--- config.mk ---
export PLATFORM = sky130hd
export DESIGN_NAME = stack_flow_sequencer_flat
export DESIGN_NICKNAME = d
export VERILOG_FILES = /design/src/rtl/stack_flow_sequencer_if.sv /design/src/rtl/stack_flow_sequencer.sv /design/src/flat_wrapper.sv
export SDC_FILE = /design/constraint.sdc
export NUM_CORES = 1
export LEC_CHECK = 0
export CAP_MARGIN = 0
export CORE_MARGIN = 1.5
export CORE_UTILIZATION = 33
export CTS_CLUSTER_SIZE = 24
export DETAILED_ROUTE_END_ITERATION = 7
export PLACE_DENSITY = 0.54
export SLEW_MARGIN = 20
export SYNTH_ARGS = -nofsm -noshare
export SYNTH_HDL_FRONTEND = slang
export SYNTH_SLANG_ARGS = --single-unit
--- constraint.sdc ---
create_clock -name clk -period 3 [get_ports clk]
set_input_delay 0.45 -clock clk [delete_from_list [all_inputs] [get_ports clk]]
set_output_delay 0.45 -clock clk [all_outputs]
set_load 0.02 [all_outputs]
--- src/rtl/stack_flow_sequencer_if.sv ---
// Stack memory request/acknowledge port between the control-flow
// sequencer (master) and the stack memory (slave).
interface stack_flow_sequencer_if #(
  parameter int WORD_W = 16
);
  logic              req;
  logic              we;
  logic [WORD_W-1:0] wdata;
  logic              ack;
  logic [WORD_W-1:0] rdata;

  modport master (
    output req, we, wdata,
    input  ack, rdata
  );

  modport slave (
    input  req, we, wdata,
    output ack, rdata
  );
endinterface

--- src/rtl/stack_flow_sequencer.sv ---
// Decode-stage control-flow sequencer: multi-cycle stack sequences
// for CALL, RET, RETI and prioritised interrupt entry.
module stack_flow_sequencer #(
  parameter int PC_W         = 32,
  parameter int WORD_W       = 16,
  parameter int FLAG_W       = 4,
  parameter int DRAIN_CYCLES = 4,
  parameter int NUM_IRQ      = 2,
  parameter int VEC_BASE     = 0,
  parameter int VEC_STRIDE   = 2
) (
  input  logic                clk,
  input  logic                reset,
  input  logic                i_op_valid,
  input  logic [1:0]          i_op_code,
  input  logic [PC_W-1:0]     i_pc_in,
  input  logic [PC_W-1:0]     i_call_target,
  input  logic [FLAG_W-1:0]   i_flags_in,
  input  logic [NUM_IRQ-1:0]  i_irq_req,
  stack_flow_sequencer_if.master stk,
  output logic                o_stall_fetch,
  output logic                o_flush,
  output logic                o_pc_load,
  output logic [PC_W-1:0]     o_pc_load_val,
  output logic                o_flags_load,
  output logic [FLAG_W-1:0]   o_flags_load_val,
  output logic [NUM_IRQ-1:0]  o_irq_ack,
  output logic                o_busy
);

  localparam int NW    = PC_W / WORD_W;
  localparam int CMAX  = (DRAIN_CYCLES > NW) ? DRAIN_CYCLES : NW;
  localparam int CNT_W = $clog2(CMAX + 1);
  localparam int IDX_W = (NUM_IRQ > 1) ? $clog2(NUM_IRQ) : 1;

  typedef enum logic [2:0] {
    S_IDLE,
    S_DRAIN,
    S_PUSH_PC,
    S_PUSH_FLAGS,
    S_POP_FLAGS,
    S_POP_PC,
    S_LOAD_PC
  } state_t;

  state_t              r_state;
  logic [PC_W-1:0]     r_pc;
  logic [PC_W-1:0]     r_target;
  logic [FLAG_W-1:0]   r_flags;
  logic [IDX_W-1:0]    r_idx;
  logic                r_is_irq;
  logic [CNT_W-1:0]    r_cnt;
  logic                r_req;
  logic                r_we;
  logic [WORD_W-1:0]   r_wdata;
  logic                r_flush;
  logic                r_pc_load;
  logic [PC_W-1:0]     r_pc_load_val;
  logic                r_flags_load;
  logic [FLAG_W-1:0]   r_flags_load_val;
  logic [NUM_IRQ-1:0]  r_irq_ack;

  logic                w_op;
  logic                w_call;
  logic                w_ret;
  logic                w_reti;
  logic                w_irq;
  logic [IDX_W-1:0]    w_irq_idx;
  logic                w_hs;
  logic [PC_W-1:0]     w_pc_shl;
  logic [PC_W-1:0]     w_pc_pop;
  logic [PC_W-1:0]     w_vec;

  assign w_op   = i_op_valid && (i_op_code != 2'b00);
  assign w_call = i_op_valid && (i_op_code == 2'b01);
  assign w_ret  = i_op_valid && (i_op_code == 2'b10);
  assign w_reti = i_op_valid && (i_op_code == 2'b11);
  assign w_irq  = !w_op && (|i_irq_req);
  assign w_hs   = r_req && stk.ack;

  // Push shifts the PC left so the next word is always on top;
  // pop shifts right so the last (most significant) word lands on top.
  assign w_pc_shl = r_pc << WORD_W;
  assign w_pc_pop = (r_pc >> WORD_W)
                  | (PC_W'(stk.rdata) << (PC_W - WORD_W));
  assign w_vec    = PC_W'(VEC_BASE)
                  + PC_W'(r_idx) * PC_W'(VEC_STRIDE);

  // Lowest set request index wins.
  always_comb begin
    w_irq_idx = '0;
    for (int i = NUM_IRQ - 1; i >= 0; i--) begin
      if (i_irq_req[i]) w_irq_idx = IDX_W'(i);
    end
  end

  // Sequencer state, latched context and registered outputs.
  always_ff @(posedge clk or negedge reset) begin
    if (!reset) begin
      r_state          <= S_IDLE;
      r_pc             <= '0;
      r_target         <= '0;
      r_flags          <= '0;
      r_idx            <= '0;
      r_is_irq         <= 1'b0;
      r_cnt            <= '0;
      r_req            <= 1'b0;
      r_we             <= 1'b0;
      r_wdata          <= '0;
      r_flush          <= 1'b0;
      r_pc_load        <= 1'b0;
      r_pc_load_val    <= '0;
      r_flags_load     <= 1'b0;
      r_flags_load_val <= '0;
      r_irq_ack        <= '0;
    end else begin
      unique case (r_state)
        S_IDLE: begin
          unique case (1'b1)
            w_call: begin
              r_pc     <= i_pc_in;
              r_target <= i_call_target;
              r_is_irq <= 1'b0;
              r_state  <= S_PUSH_PC;
              r_req    <= 1'b1;
              r_we     <= 1'b1;
              r_wdata  <= i_pc_in[PC_W-1 -: WORD_W];
              r_cnt    <= CNT_W'(NW - 1);
            end
            w_ret: begin
              r_is_irq <= 1'b0;
              r_state  <= S_POP_PC;
              r_req    <= 1'b1;
              r_we     <= 1'b0;
              r_wdata  <= '0;
              r_cnt    <= CNT_W'(NW - 1);
            end
            w_reti: begin
              r_is_irq <= 1'b0;
              r_state  <= S_POP_FLAGS;
              r_req    <= 1'b1;
              r_we     <= 1'b0;
              r_wdata  <= '0;
            end
            w_irq: begin
              r_pc     <= i_pc_in;
              r_flags  <= i_flags_in;
              r_idx    <= w_irq_idx;
              r_is_irq <= 1'b1;
              if (DRAIN_CYCLES == 0) begin
                r_state <= S_PUSH_PC;
                r_req   <= 1'b1;
                r_we    <= 1'b1;
                r_wdata <= i_pc_in[PC_W-1 -: WORD_W];
                r_cnt   <= CNT_W'(NW - 1);
              end else begin
                r_state <= S_DRAIN;
                r_flush <= 1'b1;
                r_cnt   <= CNT_W'(DRAIN_CYCLES - 1);
              end
            end
            default: ;
          endcase
        end
        S_DRAIN: begin
          if (r_cnt == '0) begin
            r_flush <= 1'b0;
            r_state <= S_PUSH_PC;
            r_req   <= 1'b1;
            r_we    <= 1'b1;
            r_wdata <= r_pc[PC_W-1 -: WORD_W];
            r_cnt   <= CNT_W'(NW - 1);
          end else begin
            r_cnt <= r_cnt - CNT_W'(1);
          end
        end
        S_PUSH_PC: begin
          if (w_hs) begin
            r_pc <= w_pc_shl;
            if (r_cnt == '0) begin
              if (r_is_irq) begin
                r_state <= S_PUSH_FLAGS;
                r_wdata <= WORD_W'(r_flags);
              end else begin
                r_state       <= S_LOAD_PC;
                r_req         <= 1'b0;
                r_we          <= 1'b0;
                r_wdata       <= '0;
                r_pc_load     <= 1'b1;
                r_pc_load_val <= r_target;
              end
            end else begin
              r_cnt   <= r_cnt - CNT_W'(1);
              r_wdata <= w_pc_shl[PC_W-1 -: WORD_W];
            end
          end
        end
        S_PUSH_FLAGS: begin
          if (w_hs) begin
            r_state       <= S_LOAD_PC;
            r_req         <= 1'b0;
            r_we          <= 1'b0;
            r_wdata       <= '0;
            r_pc_load     <= 1'b1;
            r_pc_load_val <= w_vec;
            r_irq_ack     <= NUM_IRQ'(1) << r_idx;
          end
        end
        S_POP_FLAGS: begin
          if (w_hs) begin
            r_req            <= 1'b0;
            r_flags_load     <= 1'b1;
            r_flags_load_val <= stk.rdata[FLAG_W-1:0];
          end else if (r_flags_load) begin
            r_flags_load     <= 1'b0;
            r_flags_load_val <= '0;
            r_state          <= S_POP_PC;
            r_req            <= 1'b1;
            r_we             <= 1'b0;
            r_cnt            <= CNT_W'(NW - 1);
          end
        end
        S_POP_PC: begin
          if (w_hs) begin
            r_pc <= w_pc_pop;
            if (r_cnt == '0) begin
              r_state       <= S_LOAD_PC;
              r_req         <= 1'b0;
              r_pc_load     <= 1'b1;
              r_pc_load_val <= w_pc_pop;
            end else begin
              r_cnt <= r_cnt - CNT_W'(1);
            end
          end
        end
        S_LOAD_PC: begin
          r_state       <= S_IDLE;
          r_pc_load     <= 1'b0;
          r_pc_load_val <= '0;
          r_irq_ack     <= '0;
          r_is_irq      <= 1'b0;
        end
        default: r_state <= S_IDLE;
      endcase
    end
  end

  assign stk.req          = r_req;
  assign stk.we           = r_we;
  assign stk.wdata        = r_wdata;
  assign o_busy           = (r_state != S_IDLE);
  assign o_stall_fetch    = (r_state != S_IDLE);
  assign o_flush          = r_flush;
  assign o_pc_load        = r_pc_load;
  assign o_pc_load_val    = r_pc_load_val;
  assign o_flags_load     = r_flags_load;
  assign o_flags_load_val = r_flags_load_val;
  assign o_irq_ack        = r_irq_ack;

endmodule

--- src/flat_wrapper.sv ---
// flat-port wrapper written by rule: the top's interface ports become plain ports
module stack_flow_sequencer_flat 
#(
  parameter int PC_W         = 32,
  parameter int WORD_W       = 16,
  parameter int FLAG_W       = 4,
  parameter int DRAIN_CYCLES = 4,
  parameter int NUM_IRQ      = 2,
  parameter int VEC_BASE     = 0,
  parameter int VEC_STRIDE   = 2
)
  (clk, reset, i_op_valid, i_op_code, i_pc_in, i_call_target, i_flags_in, i_irq_req, o_stall_fetch, o_flush, o_pc_load, o_pc_load_val, o_flags_load, o_flags_load_val, o_irq_ack, o_busy, stk_req, stk_we, stk_wdata, stk_ack, stk_rdata);
  stack_flow_sequencer_if #(.WORD_W(WORD_W)) stk_i ();
  input  logic clk;
  input  logic reset;
  input  logic i_op_valid;
  input  logic [1:0] i_op_code;
  input  logic [PC_W-1:0] i_pc_in;
  input  logic [PC_W-1:0] i_call_target;
  input  logic [FLAG_W-1:0] i_flags_in;
  input  logic [NUM_IRQ-1:0] i_irq_req;
  output logic o_stall_fetch;
  output logic o_flush;
  output logic o_pc_load;
  output logic [PC_W-1:0] o_pc_load_val;
  output logic o_flags_load;
  output logic [FLAG_W-1:0] o_flags_load_val;
  output logic [NUM_IRQ-1:0] o_irq_ack;
  output logic o_busy;
  output wire logic [$bits(stk_i.req)-1:0] stk_req;
  output wire logic [$bits(stk_i.we)-1:0] stk_we;
  output wire logic [$bits(stk_i.wdata)-1:0] stk_wdata;
  input wire logic [$bits(stk_i.ack)-1:0] stk_ack;
  input wire logic [$bits(stk_i.rdata)-1:0] stk_rdata;
  assign stk_req = stk_i.req;
  assign stk_we = stk_i.we;
  assign stk_wdata = stk_i.wdata;
  assign stk_i.ack = stk_ack;
  assign stk_i.rdata = stk_rdata;
  stack_flow_sequencer #(.PC_W(PC_W), .WORD_W(WORD_W), .FLAG_W(FLAG_W), .DRAIN_CYCLES(DRAIN_CYCLES), .NUM_IRQ(NUM_IRQ), .VEC_BASE(VEC_BASE), .VEC_STRIDE(VEC_STRIDE)) u_core (.clk(clk), .reset(reset), .i_op_valid(i_op_valid), .i_op_code(i_op_code), .i_pc_in(i_pc_in), .i_call_target(i_call_target), .i_flags_in(i_flags_in), .i_irq_req(i_irq_req), .stk(stk_i), .o_stall_fetch(o_stall_fetch), .o_flush(o_flush), .o_pc_load(o_pc_load), .o_pc_load_val(o_pc_load_val), .o_flags_load(o_flags_load), .o_flags_load_val(o_flags_load_val), .o_irq_ack(o_irq_ack), .o_busy(o_busy));
endmodule
==> impl_results.md, run 1 <==
* Final setup margin at 420.9 ps
* Vias per std cell at 5.510
* Peak supply drop at 0.4541 mV
* Pre-CTS setup slack at 419.9 ps
* Die Ht at 149.8 um
* Routed via count at 5741
* Status: finished, final reports clean
* CP max FO at 10
* Slew headroom at 40.18%
* Arr. time, crit path at 2130 ps
* Largest cells by area after synthesis: dfrtp_1 48%, mux2_2 11%, mux2_4 6.3%, a22o_1 3.8%, a21oi_1 2.9%
* Num rows at 53
* Final core utilization at 45.56%
* Cell Area, Synth at 7109 um^2
* Register Area at 3379 um^2
* Number of fill cells in the layout at 1922
* Syn Inst Count at 610
* DP HPWL at 15400 um
* Fin. max-slew vios at 0
* Port Buf Inserts at 152
* # resized after CTS at 0
* Ant diodes at 0
* Post-CTS Setup Bufs at 0
* Crit path buffers/inverters at 1
* CP Launch Type: flip-flop
* Die area at 22430 um^2
* Critical R2R Launch: u_core.r_cnt[0]$_DFFE_PN0P_
* Total routed wirelength at 22030 um
* Slowest stage cell, crit path: clkdlybuf4s50_1
* Overall power at 11370 uW
* CP endpoint kind: output pin
* CP Data Required Time at 2550 ps
* Placer Congestion at 0.8097
* Clock tree buffer depth at 2
* CP delay by family, top: buffers and inverters
* Share of cells above drive strength 1 at 23.73%
* Setup-failing EPs final at 0
* GR Overflow Total at 0
* Final Hold Vio Count at 0
* First-pass GRT wire length at 33260 um
* Crit. Startpoint: u_core.r_state[0]$_DFFE_PN0P_
* CTS Buf Count at 17
* Leakage power at 0.004154 uW
* Synth Area per Inst at 11.65 um^2
* Initial antenna violation count at 0
* Largest net degree at the start of global routing at 66
* Drc violations at 0
* Area post-placement at 8977 um^2
* Number of synthesized flops with an enable pin at 0
* Top Ports at 153
* CTS sink count at 135
* Layout area overhead at 35.13%
* Max-cap violations at 0
* DR iter-0 viols at 383
* Yosys top cell by area: dfrtp_1
* Most common cell after layout, fill and taps aside: clkdlybuf4s50_1
* Deepest level of the CTS H-tree at 4
* Ys flop type: dfrtp_1
* Max stage delay on crit path at 610 ps
* CTS tree: yes
* Period utilization at 85.97%
* Worst-path clk slew at 60 ps
* Starting Density at 33.71%
* Worst hold-check path type: in2async
* #FFs+latches synth at 135
* Yosys Warn Count at 0
* Skew final at 12.79 ps
* CTS Hold Bufs at 0
* Pre-antenna DRT Iters at 4
* Seq/Total Area, Yosys at 47.52%
* Post-synth ARST share at 100.0%
* Setup TNS at 0 ps
* Pwr/cell area at 1184 nW/um^2
* Clock root buffer master: clkbuf_16
* Clock latency on the worst-skew pair at 430 ps
* Nets at 848
* RSZ-0062 raised after global routing: false
* Vias in the first global route at 5862
* Routed WL per cell at 21.14 um
* Core area at 21090 um^2
* Setup CP Type: reg2out
* Cell Chain, Critical Path: or3_1, clkdlybuf4s50_1
* Synth cell types at 62
* Die X at 149.8 um
* Worst Tran Pin Value at 895.3 ps
* Gr usage total at 19.77%
* Fmax at 387.7 MHz
* Final Critical Period at 2579 ps
* Post-synthesis net count at 704
* Area of the multi-input gates at 3453 um^2
* Antenna Violating Nets Remaining at 0
* Cell area after layout at 9607 um^2
* Synth top area share at 47.52%
* Most frequent cells in the layout: 151 x clkdlybuf4s50_1, 134 x dfrtp_1, 67 x mux2_2
-- worst reg2reg max path, cell delays in order (launching register included) --
cell	delay, ps
dfrtp_1	360
inv_1	110
ha_1	270
or3b_2	490
mux2i_1	150
a221o_2	410
buf_12	250
mux2_2	350
-- synth_stat cells, drive strengths merged, types with 3 or more instances --
cell and count:
dfrtp 135, or3b 4, o21ai 24, o22ai 3, nand2b 22, a31o 12, a221oi 5, nor2 12
and2 16, mux2 97, clkbuf 21, mux2i 13, buf 33, nand2 20, a22oi 6, o2bb2ai 4
a21oi 41, a221o 17, inv 10, nand3 3, nand4 3, a22o 31, a21o 18, nor2b 4
o31ai 17
-- cell type report --
type                    count  share of cell area [%]
clock buffers              18                   4.467
clock inverters            14                   2.084
inverters                  10                  0.3907
multi-input cells         411                   35.95
flip-flops and latches    135                   35.18
well taps                 275                   3.582
repair buffers            179                   18.35
-- sequential cells by signal, summed over array words and instances, names as in the netlist --
name,count
u_core.r_target,32
u_core.o_flags_load,1
u_core.r_cnt,3
u_core.r_is_irq,1
u_core.o_flags_load_val,4
u_core.o_irq_ack,2
u_core.r_pc,32
u_core.stk.req,1
u_core.stk.wdata,16
u_core.stk.we,1
u_core.r_state,3
u_core.o_pc_load,1
u_core.o_pc_load_val,32
u_core.r_flags,4
u_core.r_idx,1
u_core.o_flush,1
-- per-stage QoR --
stage | hold slack [ps] | cells
2_1_floorplan | 154.4 | 610
3_3_place_gp | 488.4 | 1010
3_5_place_dp | 495.3 | 1010
4_1_cts | 47.38 | 1042
5_1_grt | 40.74 | 1042
6_report | 3.429 | 1042
-- cells by family after synthesis --
family	share of synthesized area, %
buffers and inverters	4.417
AND/OR/NAND/NOR	7.691
adder cells (fa/ha/maj)	0.3519
multiplexers	18.78
AO/OA/AOI/OAI	21.12
flip-flops	47.52
XOR/XNOR	0.1232
-- per-layer routing --
layer / global-route usage, % / part of all wire, % / up-vias
met5: 0 / 0 / -
met4: 5.980 / 1.6 / 0
met3: 4.604 / 5.6 / 24
met2: 31.01 / 47 / 210
met1: 27.06 / 46 / 2927
li1: - / - / 2580
-- power breakdown --
group,switching (uW),internal [uW],leakage [uW]
clock network,846,1400,0.000308
registers,762,2720,0.00165
logic,2790,2860,0.00220
-- final timing paths --
check                                                 endpoint  slack [ps]  cells past startpoint
min                              u_core.r_state[1]$_DFFE_PN0P_           3                      1
min in group clk               u_core.r_target[13]$_DFFE_PN0P_         510                      1
max in group asynchronous      u_core.r_target[16]$_DFFE_PN0P_        2220                      2
max reg2reg                u_core.o_pc_load_val[2]$_DFFE_PN0P_         500                      7
min reg2reg                    u_core.r_target[13]$_DFFE_PN0P_         510                      1
max                                              o_stall_fetch         420                      2
(Power assumes the default switching activity.)
==> run 2, diff against run 1 <==
Settings changed: CTS_CLUSTER_DIAMETER from default to 200, MAX_ROUTING_LAYER from default to met4.
==> impl_results.md, run 2 (synthesis gave the netlist of run 1 again) <==
* Gr usage total at 20.42%
* Vias in the first global route at 5793
* Overall power at 11290 uW
* Skew final at 8.824 ps
* Arr. time, crit path at 2230 ps
* Largest net degree at the start of global routing at 72
* CP Data Required Time at 2550 ps
* CP Launch Type: flip-flop
* Num rows at 53
* Logic gate share of total power at 49.6%
* Final Hold Vio Count at 0
* Fmax at 373.4 MHz
* Die area at 22430 um^2
* Antenna Violating Nets Remaining at 0
* Deepest level of the CTS H-tree at 4
* Core area at 21090 um^2
* Cell Chain, Critical Path: or3_1, clkdlybuf4s50_1
* Ant diodes at 0
* Sequential share of power at 30.9%
* Pwr/cell area at 1179 nW/um^2
* Period utilization at 89.26%
* Routed WL per cell at 21.06 um
* Worst-path clk slew at 60 ps
* Worst Tran Pin Value at 945.3 ps
* Peak supply drop at 0.4984 mV
* Clock latency on the worst-skew pair at 420 ps
* Total routed wirelength at 21880 um
* DP HPWL at 15180 um
* Max-cap violations at 0
* Setup CP Type: reg2out
* Fin. max-slew vios at 0
* Setup TNS at 0 ps
* Top Ports at 153
* Drc violations at 0
* Max stage delay on crit path at 690 ps
* Vias per std cell at 5.462
* Port Buf Inserts at 152
* Layout area overhead at 34.67%
* Placer Congestion at 0.8196
* # resized after CTS at 0
* CTS tree: yes
* Pre-antenna DRT Iters at 5
* CTS Buf Count at 17
* RSZ-0062 raised after global routing: false
* Die X at 149.8 um
* Clock tree buffer depth at 2
* Net switching power at 4397 uW
* Status: finished, final reports clean
* GR Overflow Total at 0
* Most frequent cells in the layout: 151 x clkdlybuf4s50_1, 134 x dfrtp_1, 67 x mux2_2
* Clock root buffer master: clkbuf_16
* Slew headroom at 36.84%
* CP max FO at 26
* Die Ht at 149.8 um
* Switch share at 38.94%
* Share of cells above drive strength 1 at 23.43%
* Worst hold-check path type: in2async
* Initial antenna violation count at 0
* DR iter-0 viols at 448
* CTS Hold Bufs at 0
* CP endpoint kind: output pin
* Most common cell after layout, fill and taps aside: clkdlybuf4s50_1
* Leakage power at 0.004130 uW
* Internal power at 6893 uW
* Final Critical Period at 2678 ps
* Nets at 845
* First-pass GRT wire length at 33340 um
* Post-CTS Setup Bufs at 0
* Clock power share at 19.6%
* Starting Density at 33.71%
* Routed via count at 5675
* Slowest stage cell, crit path: dfrtp_2
* Setup-failing EPs final at 0
* CTS sink count at 135
[run 2: changes by cell type in the layout (fill, tap and decap cells not counted)]
cell	change
buf_4	-3
inv_8	+2
clkinv_2	-2
bufinv_16	-1
clkinv_4	-3
inv_6	+3
clkinvlp_4	+1
[run 2: area by class of cell]
cell class                 count  area (um^2)
fill                        1952        11510
multi-input combinational    411         3453
sequential                   135         3379
timing repair buffer         176         1740
clock buffer                  18        429.2
tap                          275        344.1
clock inverter                14        190.2
inverter                      10        37.54
[run 2: metrics by stage]
step / utilization [%] / std cells / instance area [um^2] / hold slack, ps / worst slack (ps)
2_1_floorplan: - / 610 / 7109 / 154.4 / 949.8
3_3_place_gp: 42.46 / 1007 / 8955 / 489.2 / 436.1
3_5_place_dp: 42.46 / 1007 / 8955 / 494.7 / 396.2
4_1_cts: 45.40 / 1039 / 9574 / 58.90 / 312.4
5_1_grt: 45.40 / 1039 / 9574 / 64.81 / 252.6
6_report: 45.40 / 1039 / 9574 / 24.28 / 322.1
[run 2: final timing paths]
check | from | end | slack [ps] | cells past startpoint
hold reg to reg | u_core.o_flags_load_val[0]$_DFFE_PN0P_ | u_core.o_flags_load_val[0]$_DFFE_PN0P_ | 510 | 1
min in group clk | u_core.o_flags_load_val[0]$_DFFE_PN0P_ | u_core.o_flags_load_val[0]$_DFFE_PN0P_ | 510 | 1
hold / removal | reset | u_core.o_flush$_DFFE_PN0P_ | 20 | 1
setup / recovery | u_core.r_state[2]$_DFFE_PN0P_ | o_busy | 320 | 2
setup reg to reg | u_core.r_cnt[0]$_DFFE_PN0P_ | u_core.o_pc_load_val[2]$_DFFE_PN0P_ | 450 | 7
max in group asynchronous | reset | u_core.o_pc_load_val[13]$_DFFE_PN0P_ | 2120 | 2
[run 2: power by group through the flow]
stage / clock, uW / combinational, uW / sequential [uW]
after detailed placement: 0 / 5600 / 3490
final: 2210 / 5600 / 3480
after CTS: 2250 / 5620 / 3480
after global placement: 0 / 5500 / 3480
after global routing: 2340 / 6010 / 3600
after floorplan: 0 / 3440 / 3600
[run 2: metal layers]
layer	routed length, um	GRT usage (%)
met5	0	-
met2	10250	31.04
met3	1323	4.756
met4	316	6.127
met1	9996	27.09
[run 2: worst max-delay path, delay by kind of cell (launching register included)]
family | cells | cell delay [ps]
simple gates | 1 | 430
buf+inv | 1 | 680
flops | 1 | 690
==> run 3, diff against run 2 <==
Settings changed: PLACE_DENSITY 0.54 to 0.61.
==> impl_results.md, run 3 (synthesis gave the netlist of run 1 again) <==
* Final setup margin at 338.0 ps
* Gr usage total at 20.72%
* # resized after CTS at 0
* Slowest stage cell, crit path: or3_1
* Fin. max-slew vios at 0
* Clock latency on the worst-skew pair at 430 ps
* CP endpoint kind: output pin
* Reg2reg end: u_core.o_pc_load_val[2]$_DFFE_PN0P_
* Die area at 22430 um^2
* Most common cell after layout, fill and taps aside: clkdlybuf4s50_1
* Nets at 846
* Top Usage Layer GRT: met2
* Pre-CTS setup slack at 424.3 ps
* Largest net degree at the start of global routing at 63
* Post-CTS Setup Bufs at 0
* Pwr/cell area at 1160 nW/um^2
* CTS Hold Bufs at 0
* CTS tree: yes
* GR Layer Usage met2 at 31.59%
* CP max FO at 14
* CP Launch Type: flip-flop
* Period utilization at 88.73%
* Die Ht at 149.8 um
* Critical R2R Launch: u_core.r_cnt[0]$_DFFE_PN0P_
* CTS Buf Count at 17
* Ant diodes at 0
* Worst-path clk slew at 60 ps
* Top Ports at 153
* Worst reg2reg path depth at 7
* Worst hold-check path type: in2async
* Layout area overhead at 34.00%
* Num rows at 53
* GR Overflow Total at 0
* Leakage power at 0.004099 uW
* Deepest level of the CTS H-tree at 4
* Setup-failing EPs final at 0
* Setup CP Type: reg2out
* Worst Tran Pin Value at 935.8 ps
* Overall power at 11050 uW
* Vias per std cell at 5.542
* DP HPWL at 15300 um
* Status: finished, final reports clean
* Routed via count at 5764
* Number of fill cells in the layout at 1967
* Final Critical Period at 2662 ps
* Port Buf Inserts at 152
* Most frequent cells in the layout: 151 x clkdlybuf4s50_1, 134 x dfrtp_1, 67 x mux2_2
* Total routed wirelength at 21950 um
* Starting Density at 33.71%
* Antenna Violating Nets Remaining at 0
* Core area at 21090 um^2
* Initial antenna violation count at 0
* Skew final at 11.43 ps
* R2R Setup Slk at 410 ps
* Vias in the first global route at 5999
* CP delay by family, top: simple AND/OR/NAND/NOR gates
* GR Util met3 at 4.604%
* Pre-antenna DRT Iters at 5
* First-pass GRT wire length at 34220 um
* Clock tree buffer depth at 2
* Cell Chain, Critical Path: or3_1, clkdlybuf4s50_1
* Crit path buffers/inverters at 1
* Max-cap violations at 0
* Final Hold Vio Count at 0
* Die X at 149.8 um
* Setup TNS at 0 ps
* CP Data Required Time at 2550 ps
* Placer Congestion at 0.8577
* Routed WL per cell at 21.11 um
* DR iter-0 viols at 455
* Drc violations at 0
* Arr. time, crit path at 2210 ps
* Max stage delay on crit path at 610 ps
* Fmax at 375.7 MHz
* Share of cells above drive strength 1 at 23.40%
* RSZ-0062 raised after global routing: false
* Peak supply drop at 0.6245 mV
* GR Layer Usage met1 at 26.79%
* Clock root buffer master: clkbuf_16
* CTS sink count at 135
* Slew headroom at 37.47%
## run 3: how the worst max path moves through the flow
| stage | end | start | depth (start not counted) |
|---|---|---|---|
| finish | o_stall_fetch | u_core.r_state[0]$_DFFE_PN0P_ | 2 |
| detailed placement | u_core.o_pc_load_val[2]$_DFFE_PN0P_ | u_core.r_cnt[0]$_DFFE_PN0P_ | 7 |
| global route | o_busy | u_core.r_state[2]$_DFFE_PN0P_ | 2 |
| CTS | o_stall_fetch | u_core.r_state[0]$_DFFE_PN0P_ | 2 |
| floorplan | u_core.o_pc_load_val[0]$_DFFE_PN0P_ | u_core.r_cnt[0]$_DFFE_PN0P_ | 7 |
| global placement | u_core.o_pc_load_val[3]$_DFFE_PN0P_ | u_core.r_cnt[0]$_DFFE_PN0P_ | 7 |
## run 3: layout make-up
class | instances | area [um^2] | area share (%)
Clock buffer | 20 | 446.7 | 4.689
Clock inverter | 12 | 105.1 | 1.103
Inverter | 10 | 37.54 | 0.3940
Multi-Input combinational cell | 411 | 3453 | 36.25
Sequential cell | 135 | 3379 | 35.47
Tap cell | 275 | 344.1 | 3.612
Timing Repair Buffer | 177 | 1760 | 18.48
## run 3: metal layers
metal  wire [um]  share of wire [%]  vias to the layer above
li1            -                  -                     2571
met1        9444                 43                     2901
met2       10560                 48                      249
met3        1401                6.4                       43
met4         548                2.5                        0
met5           0                  0                        -
## run 3: per-stage QoR
step | utilization [%] | hold WS [ps] | cells | cell area (um^2)
after global routing | 45.18 | 55.78 | 1040 | 9527
after global placement | 42.56 | 469.4 | 1008 | 8975
after CTS | 45.18 | 40.77 | 1040 | 9527
after detailed placement | 42.56 | 487.9 | 1008 | 8975
final | 45.18 | 11.77 | 1040 | 9527
after floorplan | - | 154.4 | 610 | 7109
## run 3: power breakdown
| part | total, uW | internal (uW) | switching [uW] |
|---|---|---|---|
| combinational | 5590 | 2840 | 2750 |
| clock | 1970 | 1160 | 815 |
| sequential | 3490 | 2720 | 771 |
| total | 11100 | 6720 | 4340 |
